`config.mk`:
```
export PLATFORM = sky130hd
export DESIGN_NAME = mem_load_readback
export DESIGN_NICKNAME = d
export VERILOG_FILES = /design/src/rtl/mem_load_readback.sv
export SDC_FILE = /design/constraint.sdc
export NUM_CORES = 1
export LEC_CHECK = 0
export CORE_AREA = 2 2 130 119
export CTS_CLUSTER_SIZE = 30
export DETAILED_ROUTE_END_ITERATION = 8
export DIE_AREA = 0 0 132 121
export PLACE_DENSITY = 0.85
export SLEW_MARGIN = 5
export SYNTH_ARGS = -nofsm -noshare
export SYNTH_HDL_FRONTEND = slang
export SYNTH_SLANG_ARGS = --single-unit
```
`constraint.sdc`:
```
create_clock -name clock -period 6.4 [get_ports clock]
set_input_delay 1.28 -clock clock [delete_from_list [all_inputs] [get_ports clock]]
set_output_delay 1.28 -clock clock [all_outputs]
set_load 0.005 [all_outputs]
```
`src/rtl/mem_load_readback.sv`:
```
// mem_load_readback: writes an incoming word stream to memory from START_ADDR, then
// reads it back in bursts through a 2-deep FIFO onto a backpressured output stream.
module mem_load_readback #(
   parameter int DATA_WIDTH = 32,
   parameter int ADDR_WIDTH = 32,
   parameter logic [ADDR_WIDTH-1:0] START_ADDR = 32'h80020000,
   parameter int COUNT_WIDTH = 18
) (
   input  logic                   clock,
   input  logic                   reset_n,
   input  logic                   start,
   input  logic [1:0]             burst_size,
   input  logic                   in_valid,
   output logic                   in_ready,
   input  logic [DATA_WIDTH-1:0]  in_data,
   input  logic                   in_last,
   output logic [ADDR_WIDTH-1:0]  mem_address,
   output logic [DATA_WIDTH-1:0]  mem_data_in,
   output logic [1:0]             mem_access_size,
   output logic                   mem_rw,
   output logic                   mem_enable,
   input  logic                   mem_busy,
   input  logic [DATA_WIDTH-1:0]  mem_data_out,
   output logic                   out_valid,
   input  logic                   out_ready,
   output logic [DATA_WIDTH-1:0]  out_data,
   output logic                   done,
   output logic [COUNT_WIDTH-1:0] words_loaded
);
   typedef enum logic [1:0] {IDLE, LOAD, READ, DONE} state_t;
   localparam logic [COUNT_WIDTH-1:0] MAX = '1;
   state_t state, state_nx;
   logic [1:0] bsize, cur_code;
   logic [ADDR_WIDTH-1:0] addr;
   logic [COUNT_WIDTH-1:0] count, rd_left;
   logic [4:0] beat_left, blen;
   logic inflight, wr_ptr, rd_ptr;
   logic [1:0] fifo_count;
   logic [DATA_WIDTH-1:0] fifo [2];
   logic wr_acc, rd_acc, last_acc, new_burst, burst_ok, push, pop, drained;
   always_comb begin
      blen = bsize == 2'd0 ? 5'd1 : bsize == 2'd1 ? 5'd4 : bsize == 2'd2 ? 5'd8 : 5'd16;
      burst_ok = rd_left >= COUNT_WIDTH'(blen);
      new_burst = beat_left == 5'd0;
      in_ready = state == LOAD && !mem_busy && count != MAX;
      wr_acc = in_valid && in_ready;
      last_acc = wr_acc && (in_last || count == MAX - 1'b1);
      mem_enable = wr_acc || (state == READ && rd_left != '0 && (fifo_count + {1'b0, inflight}) < 2'd2);
      rd_acc = state == READ && mem_enable && !mem_busy;
      mem_rw = state == READ;
      // a burst only opens when enough words remain; the tail goes out as single beats
      mem_access_size = state != READ ? 2'd0 : !new_burst ? cur_code : burst_ok ? bsize : 2'd0;
      mem_data_in = state == LOAD ? in_data : '0;
      mem_address = addr;
      push = inflight;
      out_valid = fifo_count != 2'd0;
      pop = out_valid && out_ready;
      // when empty, the slot behind rd_ptr still holds the last word handed out
      out_data = fifo[out_valid ? rd_ptr : ~rd_ptr];
      drained = rd_left == '0 && !inflight && fifo_count == 2'd0;
      done = state == DONE;
      words_loaded = count;
      state_nx = state;
      case (state)
         IDLE: state_nx = start ? LOAD : IDLE;
         LOAD: state_nx = last_acc ? READ : LOAD;
         READ: state_nx = drained ? DONE : READ;
         DONE: state_nx = IDLE;
         default: state_nx = IDLE;
      endcase
   end
   always_ff @(posedge clock or negedge reset_n)
      if (!reset_n) state <= IDLE;
      else state <= state_nx;
   always_ff @(posedge clock or negedge reset_n) begin
      if (!reset_n) begin
         bsize <= '0;
         cur_code <= '0;
         addr <= '0;
         count <= '0;
         rd_left <= '0;
         beat_left <= '0;
         inflight <= 1'b0;
         wr_ptr <= 1'b0;
         rd_ptr <= 1'b0;
         fifo_count <= '0;
         fifo[0] <= '0;
         fifo[1] <= '0;
      end else begin
         if (state == IDLE && start) begin
            bsize <= burst_size;
            addr <= START_ADDR;
            count <= '0;
            beat_left <= '0;
         end
         if (wr_acc) begin
            addr <= last_acc ? START_ADDR : addr + ADDR_WIDTH'(4);
            count <= count + 1'b1;
            if (last_acc) rd_left <= count + 1'b1;
         end
         if (rd_acc) begin
            addr <= addr + ADDR_WIDTH'(4);
            rd_left <= rd_left - 1'b1;
            if (new_burst) begin
               cur_code <= burst_ok ? bsize : 2'd0;
               beat_left <= burst_ok ? blen - 5'd1 : 5'd0;
            end else beat_left <= beat_left - 5'd1;
         end
         inflight <= rd_acc;
         if (push) begin
            fifo[wr_ptr] <= mem_data_out;
            wr_ptr <= ~wr_ptr;
         end
         if (pop) rd_ptr <= ~rd_ptr;
         fifo_count <= fifo_count + {1'b0, push} - {1'b0, pop};
      end
   end
endmodule

```
Word level (Yosys, flattened, before mapping)
Cells that the tools add are included.
Word-level totals
  register bits after elaboration: 148
  output and inout port bits: 121
  word-level logic and storage cells: 98
Operators by class
  $add $sub $neg: 7
  bitwise logic cells: 4
  $lt $le $gt $ge: 5
  reduce and logical (&&, ||, !) cells: 30
  eq/ne operators: 8
  multiplexer cells: 31
Operators by type and width (number)
  $mux 32: 9
  $mux 18: 5
  $bwmux 64: 1
  $mux 5: 7
  $add 32x3->32 const B: 1
  $demux 32 s1: 1
  $add 18x1->18 const B: 1
  $eq 18x18->1 const B: 1
  $ge 18x5->1: 1
  $logic_not 18->1: 1
  $ne 18x18->1 const B: 1
  $reduce_bool 18->1: 1
  $sub 18x1->18 const B: 1
  $logic_and 1x1->1: 13
  $reduce_bool 2->1: 5
  $sub 5x1->5 const B: 2
  $mux 2: 4
  $pmux 2 s4: 1
  $eq 2x2->1 const B: 3
  $logic_not 2->1: 3
  $logic_not 5->1: 1
  $eq 2x1->1 const B: 2
  $ge 2x2->1 const B: 2
  $not 1->2: 2
  other kinds (11): 16

Depth between registers and ports, before layout
Gate-level depths: netlist (run 1).
  depth in word-level cells: 9
  depth in mapped cells: 11
  gate-level depth less buffers: 9

Worst setup path before layout (run 1)
No wires, ideal clock.
  path type: input-to-output
  from: input mem_busy
  to: output mem_enable
  data arrival time: 2.074 ns
  setup slack: 3.046 ns
  stages on the path: 4
  buffers on the path: 1
  required time: 5.120 ns
  path through: nand4bb_1 a21o_1 clkbuf_1 o31ai_1
On the way
  longest elaborated chain between the ends: 5
RTL lines
  start: declaration: line 22  | input logic mem_busy,
  $logic_not 1->1: line 45  | in_ready = state == LOAD && !mem_busy && count != MAX;
  $logic_and 1x1->1 (2 in series): line 45
  $logic_and 1x1->1: line 46  | wr_acc = in_valid && in_ready;
  $logic_or 1x1->1: line 48  | mem_enable = wr_acc || (state == READ && rd_left != '0 && (fifo_count + {1'b0, inflight}) < 2'd2);
  end: declaration: line 21  | output logic mem_enable,
Every way passes these cells.

Worst setup path in the final report (run 1)
Same ends and word-level chain as after synthesis.

==> metrics.md, run 1 <==
| Metric | Value |
|---|---|
| Status | completed |
| Root Buffer | clkbuf_16 |
| Reg area | 3654 um2 |
| # H-tree levels | 4 |
| Share of layout cells above drive strength 1 | 17.04% |
| Final Util | between 70% and 80% |
| Worst hold path stage count | 1 |
| CP startpoint kind | input port |
| Initial core utilization | 53.12% |
| Worst Path Arrival | 3540 ps |
| Avg Cell Area, Syn | 10.46 um2 |
| Peak Freq | 207.6 MHz |
| Number of max-cap violations | 0 |
| GPL Wtd Cong | roughly 0.83 |
| Peak supply drop | between 0.2 and 0.25 mV |
| Worst Tran Pin Value | around 1200 ps |
| Wire length per cell | between 15 and 20 um |
| CTS Buf Count | 17 |
| Slew headroom | 20.56% |
| Post-route ant nets | 0 |
| Initial drt markers | 550 |
| # nets final | 998 |
| DRC Markers | 0 |
| Final setup vio count | 0 |
| Crit Path Category | input port to output port |
| Area taken by multi-input logic gates | 3834 um2 |
| Die width | 132 um |
| Fin crit period | slightly below 5000 ps |
| IO Port Bufs | between 150 and 200 |
| Setup bufs post-CTS | 0 |
| Vias in the first global route | 6377 |
| Longest Clk Path Bufs | 2 |
| Die Y | 121 um |
| Final setup margin | around 1600 ps |
| Cell count after synthesis | about 740 |
| Initial antenna violation count | 0 |
| Leakage | around 4.3 nW |
| P per Cell Area | 419.1 nW/um2 |
| Synth top area cells | dfrtp_1 47%, mux2_2 14%, and2_1 3.2% |
| Commonest cells post-synth | 146 x dfrtp_1, 96 x mux2_2, 47 x nor2_1, 44 x o21ai_0, 41 x nand2_1 |
| Post-cts resize count | 0 |
| Area leader, netlist | dfrtp_1 |
| Setup TNS Final | 0 ps |
| Core box area | approximately 15000 um2 |
| Post-synth top area share | 47.25% |
| Tcrit/Tclk final | between 70% and 80% |
| Flops & latches, synth | 146 |
| Largest net degree at the start of global routing | 86 |
| Synth Cell Area | 7732 um2 |
| Antenna Cells | 0 |
| Worst-Skew Late Latency | 430 ps |
| Hold Startpoint | fifo[9]$_DFFE_PN0P_ |
| Overall via count from detail_route | 6422 |
| Fin. max-slew vios | 0 |
| Crit end category | output port |
| GRT Total Usage | 27.04% |
| Place WS | 1560 ps |
| GRT overflow | 0 |
| Sequential element share of the synthesized area | 47.25% |
| Die Area | 15970 um2 |
| TritonCTS clock tree | built |
| Most used DFF post-synth | dfrtp_1 |
| Layout area overhead | 34.34% |
| Critical Path RT | 5120 ps |
| Reg clk slew, reported paths | 60 ps |
| Number of synthesized flops with an enable pin | 0 |
| R2r startpoint | rd_left[11]$_DFFE_PN0P_ |
| TritonCTS Sinks | 146 |
| Cts-stage hold buffer count | 0 |
| FFs w/ async S/R, synth | 100.0% |
| Hpwl dp | ~14000 um |
| Final number of hold-violating endpoints | 0 |
| Yosys cell types | 68 |
| Top-Level Pins | 194 |
| Detailed Route WL | 20950 um |
| Site Rows | 42 |
| RSZ-0062 raised after global routing | false |
| First-pass GRT wire length | ~34000 um |
| DRT Pass-1 Iters | 5 |
| CP max FO | 34 |
| R2R cell count | 7 |
| Count leader, synth | dfrtp_1 |
| Crit. Startpoint | mem_busy |
| Filler cells | 1050 |
| Worst Skew | 6.112 ps |
| Vias per std cell | 5.708 |
| Hold WC Path Type | register to register |
| Synthesis Warnings | 0 |
-- per-layer routing --
layer | vias up | GRT usage [%] | routed length (um)
met2 | 256 | 44.14 | 10080
met1 | 3117 | 35.79 | 9158
met4 | 0 | 8.356 | 340
met3 | 35 | 6.767 | 1371
li1 | 3014 | - | -
met5 | - | 0 | 0
-- placed cells by master, fill, tap and decap left out, types with 4 or more instances in the layout --
cell type	synthesis	routed
nand4_1	11	11
o22ai_1	5	5
and4_1	5	5
dfrtp_1	146	146
and3_1	16	16
a31oi_1	11	11
clkdlybuf4s50_1	0	190
xor2_1	20	20
inv_1	14	14
o31ai_1	8	8
buf_4	6	7
o21ai_0	44	44
nand2_1	41	41
xnor2_1	17	16
nor2_1	47	47
ha_1	11	11
or3_1	7	7
nand3_1	23	23
a21oi_1	27	27
nor3_1	16	16
bufinv_16	0	4
o211ai_1	5	5
mux2_2	96	96
nand2b_1	10	10
clkbuf_16	0	17
nor4_1	5	5
a211oi_1	4	4
and2_1	40	40
or2_2	4	4
-- path summary, 6_finish.rpt --
| check | end | slack [ps] |
|---|---|---|
| worst min-delay path | fifo[9]$_DFFE_PN0P_ | 500 |
| worst min register to register | fifo[9]$_DFFE_PN0P_ | 500 |
| worst max register to register | mem_address[15]$_DFFE_PN0P_ | 3130 |
| worst max-delay path | mem_enable | 1580 |
| max in group asynchronous | mem_address[4]$_DFFE_PN0P_ | 4190 |
| min in group asynchronous | fifo[26]$_DFFE_PN0P_ | 910 |
-- through the flow --
| stage | instances | power (W) | hold slack (ps) | cell area [um2] |
|---|---|---|---|---|
| after floorplan | 740 | 0.002369 | 461.0 | 7736 |
| after global placement | 1093 | 0.003203 | 482.2 | 9757 |
| after detailed placement | 1093 | 0.003281 | 489.9 | 9757 |
| after CTS | 1125 | 0.004370 | 506.9 | 10390 |
| after global routing | 1125 | 0.004609 | 520.7 | 10390 |
| final | 1125 | 0.004353 | 503.0 | 10390 |
-- power breakdown --
group | internal [W] | total [W] | switching (W)
clock network | 0.000655 | 0.00106 | 0.000406
registers | 0.00120 | 0.00141 | 0.000208
logic | 0.00108 | 0.00188 | 0.000798
total | 0.00294 | 0.00435 | 0.00141
-- state kept, by name (all words and copies together) (netlist names) --
register	cells
inflight	1
mem_address	30
rd_ptr	1
cur_code	2
beat_left	5
fifo	64
rd_left	18
words_loaded	18
wr_ptr	1
bsize	2
state	2
fifo_count	2
-- area by class of cell --
type | instances | share of cell area, %
multi-input combinational | 536 | 36.91
sequential | 146 | 35.17
timing repair buffer | 198 | 18.92
clock buffer | 17 | 4.095
tap | 198 | 2.385
clock inverter | 15 | 1.975
inverter | 15 | 0.5420
-- cells by family (layout without fill, tap and decap cells) --
family / count (synthesis) / after routing / share of synthesized area [%]
buf+inv: 58 / 245 / 3.382
simple gates: 247 / 247 / 17.36
xor+xnor: 37 / 37 / 4.191
flops: 146 / 146 / 47.25
other cells: 1 / 2 / 0.04850
fa+ha+maj: 11 / 11 / 1.780
compound gates: 140 / 140 / 11.62
mux: 99 / 99 / 14.37
-- worst max-delay path: stages --
cell             delay, ps
clkdlybuf4s50_1        520
nand4bb_1              330
a21o_1                 750
o31ai_1                160
clkdlybuf4s50_1        490
(Power assumes the default switching activity.)
==> run 2, diff against run 1 <==
Settings changed: CORE_AREA 2 2 130 119 to 2 2 142 130, DIE_AREA 0 0 132 121 to 0 0 144 132, PLACE_DENSITY 0.85 to 0.76.
Clock period 6.4 ns to 4 ns, I/O delays scaled along.
==> metrics.md, run 2 (same netlist as run 1, synthesis figures left out) <==
| Metric | Value |
|---|---|
| WL met3 | 1479 um (+7.9%) |
| # H-tree levels | 4 (unchanged) |
| Reg clk slew, reported paths | 60 ps (about the same) |
| DRC Markers | 0 (unchanged) |
| Cell chain of the critical path | or4_1 -> nor4_1 -> o311a_1 -> nand2b_1 -> o21a_1 -> nor2_1 -> clkdlybuf4s50_1 |
| Setup TNS Final | 0 ps (unchanged) |
| Site Rows | 46 (+9.5%) |
| Critical Path RT | 3200 ps (-1920 ps) |
| Peak supply drop | 0.3070 mV (+38%) |
| Leakage | 4.360 nW (+0.86%) |
| Setup bufs post-CTS | 0 (unchanged) |
| Tcrit/Tclk final | approximately nine tenths |
| Slew headroom | 43.40% (+23 points) |
| Final number of hold-violating endpoints | 0 (unchanged) |
| R2R cell count | 9 (+2) |
| Critical Path Slowest Stage Cell | or4_1 |
| Top reg by flops | fifo |
| Max reg flops | 64 (unchanged) |
| Top routing layer in use | met4 |
| Initial drt markers | 431 (-22%) |
| Vias per std cell | 5.421 (-5.0%) |
| Die Y | 132 um (+9.1%) |
| RSZ-0062 raised after global routing | false |
| Fin crit period | between 3000 and 4000 ps |
| # nets final | 1004 (+0.60%) |
| DRT Pass-1 Iters | 5 (unchanged) |
| Worst-Skew Late Latency | 420 ps (about the same) |
| Status | completed |
| Crit Path Category | register to output port |
| Largest net degree at the start of global routing | 94 (+9.3%) |
| Layout area overhead | 35.87% |
| IO Port Bufs | 191 (unchanged) |
| Worst Skew | 7.739 ps (+1.627 ps) |
| Place WS | 616.1 ps (-943.9 ps) |
| Area taken by multi-input logic gates | 3834 um2 (unchanged) |
| Share of layout cells above drive strength 1 | 17.58% (+0.53 points) |
| CP startpoint kind | register |
| WP depth | 7 (+2) |
| TritonCTS Sinks | 146 (unchanged) |
| CP top delay family | simple AND/OR/NAND/NOR gates |
| Worst Tran Pin Value | 841.7 ps (-344.5 ps) |
| Die Area | 19010 um2 (+19%) |
| Core box area | 17440 um2 (+20%) |
| Commonest non-fill, non-tap cell in the layout | clkdlybuf4s50_1 |
| GRT overflow | 0 (unchanged) |
| Longest Clk Path Bufs | 2 (unchanged) |
| Peak Freq | 275.0 MHz |
| Top-Level Pins | 194 (unchanged) |
| GRT Total Usage | 21.71% (-5.3 points) |
| Initial core utilization | 44.34% (-8.8 points) |
| Root Buffer | clkbuf_16 |
| Worst Path Arrival | 2840 ps (-700 ps) |
| Number of max-cap violations | 0 (unchanged) |
| Most frequent cells in the layout | 190 x clkdlybuf4s50_1, 146 x dfrtp_1, 96 x mux2_2 |
| P per Cell Area | 661.5 nW/um2 (+58%) |
| Metal-1 WL | 9240 um (+0.90%) |
| Reg area | 3654 um2 (unchanged) |
| Post-cts resize count | 0 (unchanged) |
| Final setup vio count | 0 (unchanged) |
| Filler cells | 1441 (+37%) |
| Hpwl dp | 13900 um (-2.3%) |
| Hold WC Path Type | input port to asynchronous set/reset pin |
| Cts-stage hold buffer count | 0 (unchanged) |
| Vias in the first global route | 6283 (-1.5%) |
| Final setup margin | 363.8 ps (-1220 ps) |
| Critical path's largest stage delay | 660 ps (-90 ps) |
| Post-route ant nets | 0 (unchanged) |
| TritonCTS clock tree | built |
| Antenna Cells | 0 (unchanged) |
| Detailed Route WL | 20260 um (-3.3%) |
| Wire length per cell | 17.27 um (-7.3%) |
| Buf/Inv on CP | 1 (-1) |
| Crit end category | output port |
| Met2 Wirelength | 9397 um (-6.8%) |
| GPL Wtd Cong | 0.8255 (-1.1%) |
| Die width | 144 um (+9.1%) |
| Overall via count from detail_route | 6359 (-0.98%) |
| Fin. max-slew vios | 0 (unchanged) |
| CP max FO | 8 (-76%) |
| Initial antenna violation count | 0 (unchanged) |
| CTS Buf Count | 17 (unchanged) |
| First-pass GRT wire length | 32910 um (-3.4%) |
## run 2: cell count changes in the layout (fill, tap and decap cells not counted)
| cell | before | now |
|---|---|---|
| clkinv_2 | 2 | 1 |
| buf_4 | 7 | 12 |
| buf_12 | 0 | 1 |
| inv_6 | 3 | 5 |
| clkbuf_8 | 0 | 1 |
| clkinv_4 | 3 | 1 |
## run 2: area by class of cell
class	instances	area share (%)
multi-input combinational	536	36.49
sequential	146	34.77
timing repair buffer	204	19.26
clock buffer	18	4.180
tap	240	2.858
clock inverter	14	1.905
inverter	15	0.5359
## run 2: final timing paths
path,to,startpoint,slack (ps)
max,mem_access_size[0],rd_left[11]$_DFFE_PN0P_,360
min,fifo[55]$_DFFE_PN0P_,reset_n,440
max reg2reg,rd_left[13]$_DFFE_PN0P_,words_loaded[0]$_DFFE_PN0P_,830
min reg2reg,fifo[20]$_DFFE_PN0P_,fifo[20]$_DFFE_PN0P_,500
max in group asynchronous,mem_address[13]$_DFFE_PN0P_,reset_n,2720
min in group clock,fifo[20]$_DFFE_PN0P_,fifo[20]$_DFFE_PN0P_,500
## run 2: metrics by stage
stage	cell area (um2)	hold WS [ps]	std cells	power [W]	utilization, %
after floorplan	7736	461.0	740	0.003790	-
after global placement	9867	482.6	1141	0.005180	56.58
after detailed placement	9867	489.9	1141	0.005241	56.58
after CTS	10510	500.1	1173	0.007004	60.25
after global routing	10510	516.7	1173	0.007394	60.25
final	10510	438.7	1173	0.006950	60.25
## run 2: report_power, final
group	switching, W	internal [W]
Sequential	0.000315	0.00193
Combinational	0.00124	0.00175
Clock	0.000652	0.00107
## run 2: routing by layer
metal	GRT usage, %	up-vias
li1	-	3027
met1	29.76	3108
met2	34.23	212
met3	6.284	12
met4	4.847	0
met5	0	-
## run 2: worst register-to-register path: stages (launching register included)
cell	delay, ps
dfrtp_1	440
ha_1	330
and3_1	300
and2_1	310
a21o_1	200
buf_4	310
or2_0	500
buf_4	250
nor2_1	50
or3_1	360
